## src/rtl/id_stage_pipe_pkg.sv

```systemverilog
// Shared constants for the ID stage: major opcodes, funct fields and ALU codes.
package id_stage_pipe_pkg;

    localparam logic [6:0] OPC_OP_IMM    = 7'b0010011;
    localparam logic [6:0] OPC_OP_IMM_32 = 7'b0011011;
    localparam logic [6:0] OPC_OP        = 7'b0110011;
    localparam logic [6:0] OPC_OP_32     = 7'b0111011;
    localparam logic [6:0] OPC_LUI       = 7'b0110111;
    localparam logic [6:0] OPC_AUIPC     = 7'b0010111;

    localparam logic [2:0] F3_ADD  = 3'b000;
    localparam logic [2:0] F3_SLL  = 3'b001;
    localparam logic [2:0] F3_SLT  = 3'b010;
    localparam logic [2:0] F3_SLTU = 3'b011;
    localparam logic [2:0] F3_XOR  = 3'b100;
    localparam logic [2:0] F3_SR   = 3'b101;
    localparam logic [2:0] F3_OR   = 3'b110;
    localparam logic [2:0] F3_AND  = 3'b111;

    localparam logic [6:0] F7_BASE = 7'b0000000;
    localparam logic [6:0] F7_ALT  = 7'b0100000;

    // ADD is deliberately zero so a cleared entry reads as "no operation".
    typedef enum logic [3:0] {
        ALU_ADD  = 4'd0,
        ALU_SUB  = 4'd1,
        ALU_SLL  = 4'd2,
        ALU_SLT  = 4'd3,
        ALU_SLTU = 4'd4,
        ALU_XOR  = 4'd5,
        ALU_SRL  = 4'd6,
        ALU_SRA  = 4'd7,
        ALU_OR   = 4'd8,
        ALU_AND  = 4'd9
    } alu_op_e;

    // Register-register ALU operation for the base funct7 encoding.
    function automatic alu_op_e base_alu_op(input logic [2:0] funct3);
        case (funct3)
            F3_ADD:  return ALU_ADD;
            F3_SLL:  return ALU_SLL;
            F3_SLT:  return ALU_SLT;
            F3_SLTU: return ALU_SLTU;
            F3_XOR:  return ALU_XOR;
            F3_SR:   return ALU_SRL;
            F3_OR:   return ALU_OR;
            default: return ALU_AND;
        endcase
    endfunction

endpackage

```

## src/rtl/id_stage_pipe_decode.sv

```systemverilog
// Combinational decoder: turns one instruction word plus register data into
// the fields of the next ID/EX entry. Illegal encodings come out fully zeroed.
module id_stage_pipe_decode
    import id_stage_pipe_pkg::*;
#(
    parameter int XLEN        = 64,
    parameter int RADDR_WIDTH = 5,
    parameter int ALUOP_WIDTH = 4
) (
    input  logic [31:0]            inst,
    input  logic [XLEN-1:0]        pc,
    input  logic [XLEN-1:0]        reg1_rdata,
    input  logic [XLEN-1:0]        reg2_rdata,
    output logic [RADDR_WIDTH-1:0] reg1_raddr,
    output logic [RADDR_WIDTH-1:0] reg2_raddr,
    output logic                   reg1_re,
    output logic                   reg2_re,
    output logic [XLEN-1:0]        op1,
    output logic [XLEN-1:0]        op2,
    output logic [ALUOP_WIDTH-1:0] alu_op,
    output logic                   word,
    output logic                   reg_we,
    output logic [RADDR_WIDTH-1:0] reg_waddr,
    output logic                   illegal
);

    localparam bit IS_RV64 = (XLEN == 64);

    logic [6:0] opcode;
    logic [2:0] funct3;
    logic [6:0] funct7;
    logic [4:0] rd;
    logic [4:0] rs1;
    logic [4:0] rs2;

    assign opcode = inst[6:0];
    assign rd     = inst[11:7];
    assign funct3 = inst[14:12];
    assign rs1    = inst[19:15];
    assign rs2    = inst[24:20];
    assign funct7 = inst[31:25];

    // Immediates are formed at 64 bits and truncated so one expression serves both widths.
    logic [63:0] imm_i64;
    logic [63:0] imm_u64;
    logic [63:0] shamt64;
    logic [63:0] shamt32;
    logic        shift_hi_zero;
    logic        shift_hi_sra;

    assign imm_i64 = {{52{inst[31]}}, inst[31:20]};
    assign imm_u64 = {{32{inst[31]}}, inst[31:12], 12'b0};
    assign shamt32 = {59'b0, inst[24:20]};
    assign shamt64 = IS_RV64 ? {58'b0, inst[25:20]} : shamt32;

    // On RV64 bit 25 belongs to the shift amount, so only bits 31:26 qualify the shift.
    assign shift_hi_zero = IS_RV64 ? (inst[31:26] == 6'b000000) : (funct7 == F7_BASE);
    assign shift_hi_sra  = IS_RV64 ? (inst[31:26] == 6'b010000) : (funct7 == F7_ALT);

    logic    legal;
    logic    re1;
    logic    re2;
    alu_op_e alu;

    // Opcode/funct decode; any path that does not set legal leaves the entry illegal.
    always_comb begin
        legal  = 1'b0;
        re1    = 1'b0;
        re2    = 1'b0;
        op1    = '0;
        op2    = '0;
        alu    = ALU_ADD;
        word   = 1'b0;

        case (opcode)
            OPC_OP_IMM: begin
                re1   = 1'b1;
                op1   = reg1_rdata;
                op2   = imm_i64[XLEN-1:0];
                legal = 1'b1;
                alu   = base_alu_op(funct3);
                if (funct3 == F3_SLL) begin
                    op2   = shamt64[XLEN-1:0];
                    legal = shift_hi_zero;
                end else if (funct3 == F3_SR) begin
                    op2   = shamt64[XLEN-1:0];
                    legal = shift_hi_zero || shift_hi_sra;
                    alu   = shift_hi_sra ? ALU_SRA : ALU_SRL;
                end
            end
            OPC_OP_IMM_32: begin
                re1  = 1'b1;
                op1  = reg1_rdata;
                word = 1'b1;
                case (funct3)
                    F3_ADD: begin
                        op2   = imm_i64[XLEN-1:0];
                        legal = IS_RV64;
                    end
                    F3_SLL: begin
                        op2   = shamt32[XLEN-1:0];
                        alu   = ALU_SLL;
                        legal = IS_RV64 && (funct7 == F7_BASE);
                    end
                    F3_SR: begin
                        op2   = shamt32[XLEN-1:0];
                        alu   = (funct7 == F7_ALT) ? ALU_SRA : ALU_SRL;
                        legal = IS_RV64 && ((funct7 == F7_BASE) || (funct7 == F7_ALT));
                    end
                    default: legal = 1'b0;
                endcase
            end
            OPC_OP, OPC_OP_32: begin
                re1  = 1'b1;
                re2  = 1'b1;
                op1  = reg1_rdata;
                op2  = reg2_rdata;
                word = (opcode == OPC_OP_32);
                if (funct7 == F7_BASE) begin
                    alu   = base_alu_op(funct3);
                    legal = (opcode == OPC_OP) ||
                            (IS_RV64 && ((funct3 == F3_ADD) || (funct3 == F3_SLL) ||
                                         (funct3 == F3_SR)));
                end else if (funct7 == F7_ALT) begin
                    alu   = (funct3 == F3_SR) ? ALU_SRA : ALU_SUB;
                    legal = ((funct3 == F3_ADD) || (funct3 == F3_SR)) &&
                            ((opcode == OPC_OP) || IS_RV64);
                end
            end
            OPC_LUI: begin
                op2   = imm_u64[XLEN-1:0];
                legal = 1'b1;
            end
            OPC_AUIPC: begin
                op1   = pc;
                op2   = imm_u64[XLEN-1:0];
                legal = 1'b1;
            end
            default: legal = 1'b0;
        endcase

        if (!legal) begin
            re1  = 1'b0;
            re2  = 1'b0;
            op1  = '0;
            op2  = '0;
            alu  = ALU_ADD;
            word = 1'b0;
        end
    end

    assign reg1_re    = re1;
    assign reg2_re    = re2;
    assign reg1_raddr = re1 ? RADDR_WIDTH'(rs1) : '0;
    assign reg2_raddr = re2 ? RADDR_WIDTH'(rs2) : '0;
    assign alu_op     = ALUOP_WIDTH'(alu);
    assign illegal    = !legal;
    assign reg_we     = legal && (rd != 5'd0);
    assign reg_waddr  = legal ? RADDR_WIDTH'(rd) : '0;

endmodule

```

## src/rtl/id_stage_pipe.sv

```systemverilog
// Instruction-decode stage: valid/ready handshake on both sides, decode via
// id_stage_pipe_decode, one ID/EX register that holds under backpressure.
module id_stage_pipe
    import id_stage_pipe_pkg::*;
#(
    parameter int XLEN        = 64,
    parameter int RADDR_WIDTH = 5,
    parameter int ALUOP_WIDTH = 4
) (
    input  logic                   clk,
    input  logic                   rst_n,
    input  logic                   in_valid_i,
    output logic                   in_ready_o,
    input  logic [31:0]            inst_i,
    input  logic [XLEN-1:0]        pc_i,
    output logic [RADDR_WIDTH-1:0] reg1_raddr_o,
    output logic [RADDR_WIDTH-1:0] reg2_raddr_o,
    output logic                   reg1_re_o,
    output logic                   reg2_re_o,
    input  logic [XLEN-1:0]        reg1_rdata_i,
    input  logic [XLEN-1:0]        reg2_rdata_i,
    input  logic                   flush_i,
    output logic                   out_valid_o,
    input  logic                   out_ready_i,
    output logic [XLEN-1:0]        op1_o,
    output logic [XLEN-1:0]        op2_o,
    output logic [ALUOP_WIDTH-1:0] alu_op_o,
    output logic                   word_o,
    output logic                   reg_we_o,
    output logic [RADDR_WIDTH-1:0] reg_waddr_o,
    output logic                   illegal_o,
    output logic [XLEN-1:0]        pc_o
);

    logic [XLEN-1:0]        dec_op1;
    logic [XLEN-1:0]        dec_op2;
    logic [ALUOP_WIDTH-1:0] dec_alu_op;
    logic                   dec_word;
    logic                   dec_reg_we;
    logic [RADDR_WIDTH-1:0] dec_reg_waddr;
    logic                   dec_illegal;
    logic                   xfer;

    id_stage_pipe_decode #(
        .XLEN        (XLEN),
        .RADDR_WIDTH (RADDR_WIDTH),
        .ALUOP_WIDTH (ALUOP_WIDTH)
    ) u_decode (
        .inst       (inst_i),
        .pc         (pc_i),
        .reg1_rdata (reg1_rdata_i),
        .reg2_rdata (reg2_rdata_i),
        .reg1_raddr (reg1_raddr_o),
        .reg2_raddr (reg2_raddr_o),
        .reg1_re    (reg1_re_o),
        .reg2_re    (reg2_re_o),
        .op1        (dec_op1),
        .op2        (dec_op2),
        .alu_op     (dec_alu_op),
        .word       (dec_word),
        .reg_we     (dec_reg_we),
        .reg_waddr  (dec_reg_waddr),
        .illegal    (dec_illegal)
    );

    assign in_ready_o = !flush_i && (!out_valid_o || out_ready_i);
    assign xfer       = in_valid_i && in_ready_o;

    // Entry valid: flush wins, then load, then drain on consume.
    always_ff @(posedge clk or negedge rst_n) begin
        if (!rst_n) begin
            out_valid_o <= 1'b0;
        end else if (flush_i) begin
            out_valid_o <= 1'b0;
        end else if (xfer) begin
            out_valid_o <= 1'b1;
        end else if (out_ready_i) begin
            out_valid_o <= 1'b0;
        end
    end

    // Payload only changes on a transfer, so a stalled entry stays bit-stable.
    always_ff @(posedge clk or negedge rst_n) begin
        if (!rst_n) begin
            op1_o       <= '0;
            op2_o       <= '0;
            alu_op_o    <= '0;
            word_o      <= 1'b0;
            reg_we_o    <= 1'b0;
            reg_waddr_o <= '0;
            illegal_o   <= 1'b0;
            pc_o        <= '0;
        end else if (xfer) begin
            op1_o       <= dec_op1;
            op2_o       <= dec_op2;
            alu_op_o    <= dec_alu_op;
            word_o      <= dec_word;
            reg_we_o    <= dec_reg_we;
            reg_waddr_o <= dec_reg_waddr;
            illegal_o   <= dec_illegal;
            pc_o        <= pc_i;
        end
    end

endmodule
```

## config.mk

```make
export PLATFORM = sky130hd
export DESIGN_NAME = id_stage_pipe
export DESIGN_NICKNAME = d
export VERILOG_FILES = /design/src/rtl/id_stage_pipe_pkg.sv /design/src/rtl/id_stage_pipe_decode.sv /design/src/rtl/id_stage_pipe.sv
export SDC_FILE = /design/constraint.sdc
export NUM_CORES = 1
export LEC_CHECK = 0
export CORE_AREA = 4 4 172 174
export DETAILED_ROUTE_END_ITERATION = 10
export DIE_AREA = 0 0 176 178
export HOLD_SLACK_MARGIN = 0.06
export PLACE_DENSITY = 0.77
export SLEW_MARGIN = 20
export SYNTH_ARGS = -nofsm -noshare
export SYNTH_HDL_FRONTEND = slang
export SYNTH_SLANG_ARGS = --single-unit
```

## constraint.sdc

```tcl
create_clock -name clk -period 2.1 [get_ports clk]
set_input_delay 0.21 -clock clk [delete_from_list [all_inputs] [get_ports clk]]
set_output_delay 0.21 -clock clk [all_outputs]
set_load 0.005 [all_outputs]
```

==> metrics.csv <==
metric,value,unit
critical path type,in2out,
Site Rows,61,
Worst Setup End Kind,output port,
CTS Buf Count,23,
Synth Cell Area,8970,um2
"Hold Violations, Final",0,
final setup fails,11,
"CTS clk-pin slew, worst paths",0.06,ns
initial antenna violation count,1,
Synth Area per Inst,9.20,um2
P&R area growth vs syn,72.5,%
Pre-antenna DRT Iters,5,
Starting Density,0.323,
ANT nets after route,0,
Initial DRC Count,608,
Layout Cells excl Fill,1868,
clock network fraction of design power,0.429,
drt via density,5.04,
first-pass GRT wire length,54.1,mm
leakage,6.61,nW
IO buf count,446,
fmax,0.443,GHz
"Slew Viols, Final",0,
most frequent cells in the layout,"416 x clkdlybuf4s50_1, 333 x nand2_1, 205 x dfrtp_1, 80 x buf_4, 74 x a22oi_1",
Reg power frac,0.420,
post-synth top area share,0.572,
syn_nets,1204,
Switch Pwr,2.42,mW
via count,9419,
failing checks,negative setup slack,
pin count of the biggest net entering global routing,127,
Max Cap Violations,0,
clk sinks,205,
Pint,7.67,mW
register area share after synthesis,0.572,
post-synth cell types,43,
biggest area consumer among synthesized cells,dfrtp_1,
CTS H-tree depth,1,
min-delay worst type,in2reg,
vias in the first global route,9723,
Root Buffer,clkbuf_16,
Sw Ratio,0.240,
Max IR drop VDD,0.456,mV
cell count after synthesis,975,
Die Ht,178,um
WL/cell,19.2,um
Final Critical Period,2.26,ns
TritonCTS clock tree,done,
Worst Path Max Fanout,4,
die area,31300,um2
DP HPWL,25.8,mm
Synth area leaders,"dfrtp_1 57%, nand2_1 14%, a22oi_1 6.2%, o21ai_1 3.9%, o21ai_0 3.8%",
Relative slew margins,0.594,
width of the chip,176,um
Comb pwr share,0.151,
critical path data arrival time,2.05,ns
"FF+latch count, synth",205,
Tot Pwr,10.1,mW
RSZ-0062 raised after global routing,true,
core area,27800,um2
DRT Wirelength,35.8,mm
outcome,finished with violations,
Worst Path Required,1.89,ns
all-layer global routing usage,0.215,
Slew @ Worst Pin,0.609,ns
GP Congestion,0.873,
Cell Count Post-Placement,1800,
number of remaining DRC errors,0,
Final WS setup,-0.159,ns
Final Cycle Share,1.08,
fin nets,1702,
layout cells sized above 1,0.126,
IO Count,447,
"most common cell after layout, fill and taps aside",clkdlybuf4s50_1,
P per Cell Area,652,nW/um2
Startpoint Class,input port,
synth warn,0,
skew final,0.00937,ns
clock tree buffer depth,3,
"Clk Latency, worst-skew pair",0.51,ns
total congestion overflow,0,
==> worst max-delay path, stage by stage <==
cell     delay, ns
buf_8         0.10
nor4_4        0.45
nand4_1       0.26
o32ai_4       0.32
or3_4         0.18
buf_6         0.11
buf_6         0.10
and4_1        0.20
buf_2         0.11
==> power groups by stage <==
| stage | combinational [mW] | clock, mW | sequential, mW |
|---|---|---|---|
| finish | 1.52 | 4.33 | 4.24 |
| global route | 1.64 | 4.59 | 4.27 |
| CTS | 1.53 | 4.44 | 4.24 |
| detailed placement | 1.50 | 0 | 4.31 |
| global placement | 1.48 | 0 | 4.30 |
| floorplan | 0.319 | 0 | 4.32 |
==> final timing paths <==
check | start | to | slack, ns | cells past startpoint
setup / recovery | inst_i[31] | reg2_raddr_o[0] | -0.16 | 9
hold / removal | inst_i[27] | op2_o[7]$_DFFE_PN0P_ | 0.1 | 4
setup reg to reg | out_valid_o$_DFFE_PN0P_ | op1_o[47]$_DFFE_PN0P_ | 0.30 | 6
hold reg to reg | pc_o[5]$_DFFE_PN0P_ | pc_o[5]$_DFFE_PN0P_ | 0.47 | 2
max in group asynchronous | rst_n | op2_o[62]$_DFFE_PN0P_ | 1.11 | 3
min in group asynchronous | rst_n | op1_o[25]$_DFFE_PN0P_ | 0.28 | 2
==> repair_timing <==
item | 4_1_cts | 5_1_grt
endpoints found under the hold margin | 54 | 0
hold buffers | 3 | 0
pin swaps | 10 | 6
endpoints found under the setup margin | 14 | 13
resized for setup | 120 | 13
cloned | 1 | 0
buffers inserted | 18 | 5
==> per-layer routing <==
| layer | vias to the layer above | global-route usage | wire [um] |
|---|---|---|---|
| met2 | 419 | 0.369 | 17600 |
| met1 | 4562 | 0.260 | 13600 |
| met4 | 0 | 0.0611 | 1040 |
| met3 | 71 | 0.0699 | 3620 |
| li1 | 4367 | - | - |
| met5 | - | 0 | 0 |
==> cells in the mapped netlist (all sizes together) <==
cell / instances
o32ai: 2
o31a: 1
a32o: 6
nor2: 11
nand2b: 3
clkbuf: 67
o41ai: 1
inv: 10
o221ai: 1
a22oi: 74
o31ai: 4
nand2: 334
nand4b: 1
o21ai: 139
nor3b: 2
and3: 9
buf: 12
nor3: 3
o2111a: 1
nor2b: 5
nand3: 2
nand4: 4
or3: 3
a21oi: 35
xnor2: 1
a221oi: 19
dfrtp: 205
a31oi: 2
and4: 7
o22ai: 2
and3b: 1
and4b: 1
or4: 1
o211a: 1
and2b: 1
o21a: 1
nor4: 1
and2: 2
==> area by class of cell <==
cell class                 count  area (um2)
sequential                   205        5130
fill                        2409       12300
inverter                      10        37.5
multi-input combinational    681        3580
tap                          378         473
antenna                        1        2.50
timing repair buffer         552        5440
clock inverter                13         179
clock buffer                  28         634
==> stage by stage <==
| stage | cell area (um2) | TNS, ns | util | setup WS, ns | hold slack (ns) |
|---|---|---|---|---|---|
| after floorplan | 8970 | 0 | - | 0.158 | -0.0856 |
| after global placement | 14400 | -59.07 | 0.518 | -0.744 | 0.245 |
| final | 15500 | -0.876 | 0.557 | -0.159 | 0.0984 |
| after detailed placement | 14400 | -67.96 | 0.518 | -0.841 | 0.251 |
| after global routing | 15500 | -1.63 | 0.557 | -0.215 | 0.113 |
| after CTS | 15400 | -0.168 | 0.554 | -0.0515 | 0.0721 |
==> kinds of logic (layout without fill, tap and decap cells) <==
| family | count (synthesis) | after routing | share of synthesized area |
|---|---|---|---|
| simple gates | 391 | 391 | 0.181 |
| flops | 205 | 205 | 0.572 |
| buf+inv | 89 | 603 | 0.0457 |
| xor+xnor | 1 | 1 | 0.000976 |
| compound gates | 289 | 289 | 0.201 |
| other cells | 0 | 1 | 0 |
==> state kept, by name, indices dropped and copies added, names as in the netlist <==
signal	count
alu_op_o	4
op1_o	64
illegal_o	1
pc_o	64
reg_waddr_o	5
reg_we_o	1
op2_o	64
out_valid_o	1
word_o	1
(Power assumes the default switching activity.)
